--- src/rtl/mbl_msg_pkg.sv ---
// Shared types and helpers for the multi-channel message read engine.
package mbl_msg_pkg;

  // Read engine FSM states.
  typedef enum logic [1:0] {
    IDLE = 2'd0,
    REQ  = 2'd1,
    WAIT = 2'd2,
    RESP = 2'd3
  } rd_state_t;

  // Width of a channel index; never narrower than one bit.
  function automatic int unsigned ch_idx_w(input int unsigned num_ch);
    return (num_ch > 1) ? $clog2(num_ch) : 1;
  endfunction

endpackage

--- src/rtl/mbl_msg_fifo.sv ---
// Small synchronous FIFO holding one channel's pending read addresses.
module mbl_msg_fifo #(
  parameter int unsigned Width = 16,
  parameter int unsigned Depth = 4
) (
  input  logic                   clk_i,
  input  logic                   rst_ni,
  input  logic                   push_i,
  input  logic [Width-1:0]       wdata_i,
  input  logic                   pop_i,
  output logic [Width-1:0]       rdata_o,
  output logic                   full_o,
  output logic                   empty_o,
  output logic [$clog2(Depth):0] count_o
);

  localparam int unsigned PtrW = $clog2(Depth);

  logic [Width-1:0] mem_q [Depth];
  logic [PtrW-1:0]  wr_ptr_q, rd_ptr_q;
  logic [PtrW:0]    count_q;
  logic             do_push, do_pop;

  assign do_push = push_i && !full_o;
  assign do_pop  = pop_i && !empty_o;

  // Pointer and occupancy tracking; pointers wrap naturally as Depth is a power of 2.
  always_ff @(posedge clk_i or negedge rst_ni) begin
    if (!rst_ni) begin
      wr_ptr_q <= '0;
      rd_ptr_q <= '0;
      count_q  <= '0;
    end else begin
      if (do_push) wr_ptr_q <= wr_ptr_q + PtrW'(1);
      if (do_pop)  rd_ptr_q <= rd_ptr_q + PtrW'(1);
      case ({do_push, do_pop})
        2'b10:   count_q <= count_q + (PtrW+1)'(1);
        2'b01:   count_q <= count_q - (PtrW+1)'(1);
        default: count_q <= count_q;
      endcase
    end
  end

  // Storage array; contents are don't-care until written.
  always_ff @(posedge clk_i) begin
    if (do_push) mem_q[wr_ptr_q] <= wdata_i;
  end

  assign rdata_o = mem_q[rd_ptr_q];
  assign full_o  = (count_q == (PtrW+1)'(Depth));
  assign empty_o = (count_q == '0);
  assign count_o = count_q;

endmodule

--- src/rtl/mbl_msg_rd_arb.sv ---
// Multi-channel message read engine: per-channel request FIFOs, round-robin
// arbitration onto one memory read port, one read outstanding at a time.
module mbl_msg_rd_arb
  import mbl_msg_pkg::*;
#(
  parameter int unsigned NUM_CH = 4,
  parameter int unsigned ADDR_W = 16,
  parameter int unsigned DATA_W = 32,
  parameter int unsigned DEPTH  = 4
) (
  input  logic                     clk,
  input  logic                     reset_n,
  input  logic [NUM_CH-1:0]        req_valid,
  output logic [NUM_CH-1:0]        req_ready,
  input  logic [NUM_CH*ADDR_W-1:0] req_addr,
  output logic [NUM_CH-1:0]        resp_valid,
  input  logic [NUM_CH-1:0]        resp_ready,
  output logic [DATA_W-1:0]        resp_data,
  output logic                     mem_rd_req,
  output logic [ADDR_W-1:0]        mem_rd_addr,
  input  logic                     mem_rd_gnt,
  input  logic                     mem_rd_valid,
  input  logic [DATA_W-1:0]        mem_rd_data,
  output logic [NUM_CH-1:0]        msg_busy,
  output logic                     err_unexp_valid
);

  localparam int unsigned ChW = ch_idx_w(NUM_CH);

  rd_state_t         state_q, state_d;
  logic [ChW-1:0]    sel_q, sel_d;
  logic [ChW-1:0]    ptr_q, ptr_d;
  logic [ADDR_W-1:0] addr_q, addr_d;
  logic [DATA_W-1:0] data_q, data_d;
  logic              rdy_en_q;
  logic              err_q;

  logic [NUM_CH-1:0] fifo_push, fifo_pop, fifo_full, fifo_empty;
  logic [ADDR_W-1:0] head_addr  [NUM_CH];
  logic [$clog2(DEPTH):0] fifo_count [NUM_CH];
  logic              unused_count;

  logic              pick_found;
  logic [ChW-1:0]    pick_idx;

  // req_ready is held low in reset and depends only on registered state.
  assign req_ready = {NUM_CH{rdy_en_q}} & ~fifo_full;
  assign fifo_push = req_valid & req_ready;

  for (genvar i = 0; i < NUM_CH; i++) begin : g_fifo
    mbl_msg_fifo #(
      .Width (ADDR_W),
      .Depth (DEPTH)
    ) u_fifo (
      .clk_i   (clk),
      .rst_ni  (reset_n),
      .push_i  (fifo_push[i]),
      .wdata_i (req_addr[i*ADDR_W +: ADDR_W]),
      .pop_i   (fifo_pop[i]),
      .rdata_o (head_addr[i]),
      .full_o  (fifo_full[i]),
      .empty_o (fifo_empty[i]),
      .count_o (fifo_count[i])
    );
  end

  // Occupancy counts are exposed by the FIFO but only full/empty are needed here.
  always_comb begin
    unused_count = 1'b0;
    for (int i = 0; i < NUM_CH; i++) unused_count = unused_count ^ (^fifo_count[i]);
  end

  // Pop the selected channel on the edge its grant is accepted.
  always_comb begin
    fifo_pop = '0;
    for (int i = 0; i < NUM_CH; i++) begin
      if ((state_q == REQ) && mem_rd_gnt && (sel_q == ChW'(i))) fifo_pop[i] = 1'b1;
    end
  end

  // Round-robin pick: first non-empty channel at or after the pointer.
  always_comb begin
    int unsigned idx;
    pick_found = 1'b0;
    pick_idx   = '0;
    idx        = 0;
    for (int unsigned k = 0; k < NUM_CH; k++) begin
      idx = int'(ptr_q) + k;
      if (idx >= NUM_CH) idx = idx - NUM_CH;
      if (!pick_found && !fifo_empty[idx]) begin
        pick_found = 1'b1;
        pick_idx   = ChW'(idx);
      end
    end
  end

  // Next-state logic for the read FSM and its latched transaction fields.
  always_comb begin
    state_d = state_q;
    sel_d   = sel_q;
    ptr_d   = ptr_q;
    addr_d  = addr_q;
    data_d  = data_q;
    case (state_q)
      IDLE: begin
        if (pick_found) begin
          sel_d   = pick_idx;
          addr_d  = head_addr[pick_idx];
          ptr_d   = (pick_idx == ChW'(NUM_CH - 1)) ? '0 : pick_idx + ChW'(1);
          state_d = REQ;
        end
      end
      REQ: begin
        if (mem_rd_gnt) state_d = WAIT;
      end
      WAIT: begin
        if (mem_rd_valid) begin
          data_d  = mem_rd_data;
          state_d = RESP;
        end
      end
      RESP: begin
        if (resp_ready[sel_q]) state_d = IDLE;
      end
      default: state_d = IDLE;
    endcase
  end

  // FSM and transaction registers.
  always_ff @(posedge clk or negedge reset_n) begin
    if (!reset_n) begin
      state_q  <= IDLE;
      sel_q    <= '0;
      ptr_q    <= '0;
      addr_q   <= '0;
      data_q   <= '0;
      rdy_en_q <= 1'b0;
    end else begin
      state_q  <= state_d;
      sel_q    <= sel_d;
      ptr_q    <= ptr_d;
      addr_q   <= addr_d;
      data_q   <= data_d;
      rdy_en_q <= 1'b1;
    end
  end

  // Sticky flag for read data arriving when no read is outstanding.
  always_ff @(posedge clk or negedge reset_n) begin
    if (!reset_n) begin
      err_q <= 1'b0;
    end else if (mem_rd_valid && (state_q != WAIT)) begin
      err_q <= 1'b1;
    end
  end

  // Registered-state-only outputs.
  always_comb begin
    resp_valid = '0;
    msg_busy   = ~fifo_empty;
    if (state_q == RESP) resp_valid[sel_q] = 1'b1;
    if (state_q != IDLE) msg_busy[sel_q] = 1'b1;
  end

  assign mem_rd_req      = (state_q == REQ);
  assign mem_rd_addr     = addr_q;
  assign resp_data       = data_q;
  assign err_unexp_valid = err_q;

endmodule

--- config.mk ---
export PLATFORM = sky130hd
export DESIGN_NAME = mbl_msg_rd_arb
export DESIGN_NICKNAME = d
export VERILOG_FILES = /design/src/rtl/mbl_msg_pkg.sv /design/src/rtl/mbl_msg_fifo.sv /design/src/rtl/mbl_msg_rd_arb.sv
export SDC_FILE = /design/constraint.sdc
export NUM_CORES = 1
export LEC_CHECK = 0
export ABC_AREA = 1
export CAP_MARGIN = 25
export CORE_ASPECT_RATIO = 1.5
export CORE_MARGIN = 4
export CORE_UTILIZATION = 35
export CTS_CLUSTER_SIZE = 16
export DETAILED_ROUTE_END_ITERATION = 7
export GPL_ROUTABILITY_DRIVEN = 0
export PLACE_DENSITY = 0.6
export SLEW_MARGIN = 25
export SYNTH_ARGS = -nofsm -noshare
export SYNTH_HDL_FRONTEND = slang
export SYNTH_SLANG_ARGS = --single-unit
--- constraint.sdc ---
create_clock -name clk -period 3.01 [get_ports clk]
set_clock_uncertainty 0.2 [all_clocks]
set_input_delay 0.602 -clock clk [delete_from_list [all_inputs] [get_ports clk]]
set_output_delay 0.602 -clock clk [all_outputs]
set_load 0.01 [all_outputs]
==> metrics.md <==
| Metric | Value |
|---|---|
| Largest family of logic cells by synthesized area | simple AND/OR/NAND/NOR gates |
| YS warnings | 0 |
| Uppermost layer routed | met4 |
| Mean Syn Cell Area | 12.17 um2 |
| Root Buffer | clkbuf_16 |
| Clk sink count | 340 |
| Avg WL per Cell | 18.54 um |
| Site Rows | 90 |
| Final Hold Viols | 0 |
| Multi-input logic area | 4073 um2 |
| Total power | 0.01794 W |
| Static Leak | 6.774 nW |
| Critical path capture point type | primary output |
| Initial antenna violation count | 1 |
| Seq cells post-synth | 340 |
| Largest net degree at the start of global routing | 51 |
| Die W | 173.4 um |
| Synth Area in Adders | 2.647% |
| Util after Layout | 44.13% |
| Xor-xnor portion of the synthesized cell area | 1.228% |
| Die Ht | 256.1 um |
| VDD IR max | 0.6192 mV |
| FF-to-FF End | g_fifo[0].u_fifo.count_o[2]$_DFFE_PN0P_ |
| Required @ worst endpoint | 2.21 ns |
| Library cells used by synthesis | 39 |
| Synth top area cells | edfxtp_1, dfrtp_1, nand2_1, a32o_1, nand3_1 |
| Grt ovf | 0 |
| Max-Cap Viols | 0 |
| CP max stage cell | clkdlybuf4s50_1 |
| Arr. time, crit path | 2.07 ns |
| Vias in the first global route | 9670 |
| Final nets | 1504 |
| Layout cells sized above 1 | 10.40% |
| Filler Cell Count | 3706 |
| Critical Path Start | sel_q[1]$_DFFE_PN0P_ |
| R2R depth | 10 |
| CP peak stage delay | 0.55 ns |
| Worst path cell trace | inv_2 -> nand2_1 -> o21ai_1 -> buf_4 -> clkdlybuf4s50_1 |
| R2R setup slack | 0.33 ns |
| Status | finished, final reports clean |
| Clock slew at reported path FFs | 0.06 ns |
| Clk buf depth | 3 |
| TritonCTS clock tree | built |
| DP Wirelength | 24.43 mm |
| Fin crit share | 95.55% |
| Syn_nets | 1317 |
| Hold crit path type | reg -> reg |
| Worst r2r src | state_q[1]$_DFFE_PN0P_ |
| First-pass GRT wire length | 54.39 mm |
| WHS Path Cells | 1 |
| Register area | 9789 um2 |
| Number of placed I/O pins | 170 |
| Worst Tran Pin Value | 0.5186 ns |
| Post-synth top area share | 53.51% |
| Antenna-violating nets left | 0 |
| Vias/cell | 5.004 |
| Post-CTS Setup Bufs | 0 |
| Synth Area in Compound Gates | 8.282% |
| Max FO, Critical Path | 5 |
| Wire length on met2 | 17.69 mm |
| Sequential share of the synthesized area | 68.14% |
| Drt total wl | 35.23 mm |
| Post-synthesis instance area | 14370 um2 |
| Antenna Cells | 0 |
| Core ar. | 40430 um2 |
| Synth Instances | 1181 |
| Die area | 44420 um2 |
| Final slew viol count | 0 |
| Vias post-DR | 9508 |
| Final setup fails | 0 |
| CP Launch Type | register |
| Pwr per Cell Area | 1006 nW/um2 |
| Detailed Routing Iterations Pass 1 | 5 |
| Met1 Wirelength | 13.99 mm |
| Clk_lat worst skew | 0.52 ns |
| Met3 WL | 2.141 mm |
| GRT Total Usage | 15.51% |
| Starting Density | 35.54% |
| Tmin final | 2.876 ns |
| Worst setup path class | reg -> out |
| RSZ-0062 raised after global routing | no |
| Simple-gate area share of the yosys netlist | 13.51% |
| Final Non-Filler Cells | 1900 |
| Dominant cell type by area after synthesis | edfxtp_1 |
| Max Clock Freq | 347.7 MHz |
| H-tree Lvls | 2 |
| Drt drc | 0 |
| Layout area overhead | 24.17% |
| HP Start | err_unexp_valid$_DFFE_PN0P_ |
| Placed Instances | 1836 |
| CTS Buf Count | 35 |
| Hold Path Sink | err_unexp_valid$_DFFE_PN0P_ |
| Slew margin rel. | 65.30% |
| Iteration-0 DRC Markers | 672 |
| Multiplexer share of the synthesized area | 2.508% |
| Port bufs | 169 |
[sequential cells by signal, summed over array words and instances (netlist names)]
name,count
g_fifo.u_fifo.count_o,12
state_q,2
sel_q,2
mem_rd_addr,16
g_fifo.u_fifo.rd_ptr_q,8
g_fifo.u_fifo.wr_ptr_q,8
resp_data,32
err_unexp_valid,1
rdy_en_q,1
g_fifo.u_fifo.mem_q,256
ptr_q,2
[synth_stat cells (all sizes together)]
cell type  number
edfxtp        256
a31oi           1
nor4            3
o22ai           1
fa              4
nor3            4
a41oi           1
o21ai          16
a21o            1
o21a            2
nor2           41
a32o           64
nand2         337
buf            23
clkbuf         40
inv            64
a21oi          79
xnor2           5
dfrtp          84
xor2           13
o211ai          1
mux2           32
ha             24
nand3          84
conb            1
[cell families (layout without fill, tap and decap cells)]
kind of cell             count (synthesis)  count (layout)
buffers and inverters                  127             340
AO/OA/AOI/OAI                          166             166
flip-flops                             340             340
AND/OR/NAND/NOR                        469             469
multiplexers                            32              32
other                                    1               1
adder cells (fa/ha/maj)                 28              28
XOR/XNOR                                18              18
[power by group]
| group | switching [W] | total [W] | internal (W) |
|---|---|---|---|
| Clock | 0.00174 | 0.00408 | 0.00234 |
| Sequential | 0.000545 | 0.00653 | 0.00598 |
| Combinational | 0.00444 | 0.00734 | 0.00290 |
| Total | 0.00672 | 0.0179 | 0.0112 |
[per-layer routing]
metal  up-vias  global-route usage (%)
met1      4620                   18.59
met5         -                       0
met2       291                   26.93
met4         0                   6.523
met3        61                   3.413
li1       4536                       -
[worst max-delay path: cells and delay by family (launching register included)]
| kind | cells | cell delay [ns] |
|---|---|---|
| AO/OA/AOI/OAI | 1 | 0.18 |
| AND/OR/NAND/NOR | 1 | 0.13 |
| flip-flops | 1 | 0.44 |
| buffers and inverters | 3 | 0.81 |
[timing repair]
action,CTS,global route
hold buffers,1,0
hold endpoints to repair,34,0
gates resized for setup,4,5
endpoints found under the setup margin,2,4
[through the flow]
step | hold slack [ns] | area, um2 | TNS, ns | setup WS (ns)
4_1_cts | 0.2694 | 17820 | 0 | 0.02936
3_5_place_dp | 0.2440 | 16740 | -0.01372 | -0.01372
5_1_grt | 0.2861 | 17840 | 0 | 0.03574
3_3_place_gp | 0.2412 | 16740 | 0 | 0.09306
6_report | 0.2604 | 17840 | 0 | 0.1338
2_1_floorplan | 0.1064 | 14370 | 0 | 0.6241
[placed cells by master (no fill, tap or decap), types with 35 or more instances in the layout]
master | Yosys | routed
nand2_1 | 331 | 330
edfxtp_1 | 256 | 256
clkdlybuf4s50_1 | 0 | 168
dfrtp_1 | 84 | 84
nand3_1 | 81 | 81
a21oi_1 | 78 | 78
a32o_1 | 64 | 64
inv_1 | 61 | 60
buf_4 | 4 | 43
clkbuf_16 | 0 | 37
nor2_1 | 36 | 35
[worst max path at each step]
stage / cells past startpoint / to / slack (ns)
5_1_grt: 5 / msg_busy[0] / 0.04
2_1_floorplan: 10 / g_fifo[1].u_fifo.count_o[2]$_DFFE_PN0P_ / 0.62
6_report: 5 / msg_busy[1] / 0.13
3_5_place_dp: 9 / g_fifo[0].u_fifo.count_o[2]$_DFFE_PN0P_ / -0.01
4_1_cts: 5 / msg_busy[0] / 0.03
3_3_place_gp: 9 / g_fifo[1].u_fifo.count_o[2]$_DFFE_PN0P_ / 0.09
[final cells by class]
type	count	area share [%]
clock buffers	47	5.400
multi-input cells	714	22.83
clock inverters	16	0.5821
well taps	506	3.549
repair buffers	213	11.40
flip-flops and latches	340	54.87
inverters	64	1.361
No activity file was read; power rests on OpenSTA's default activity.
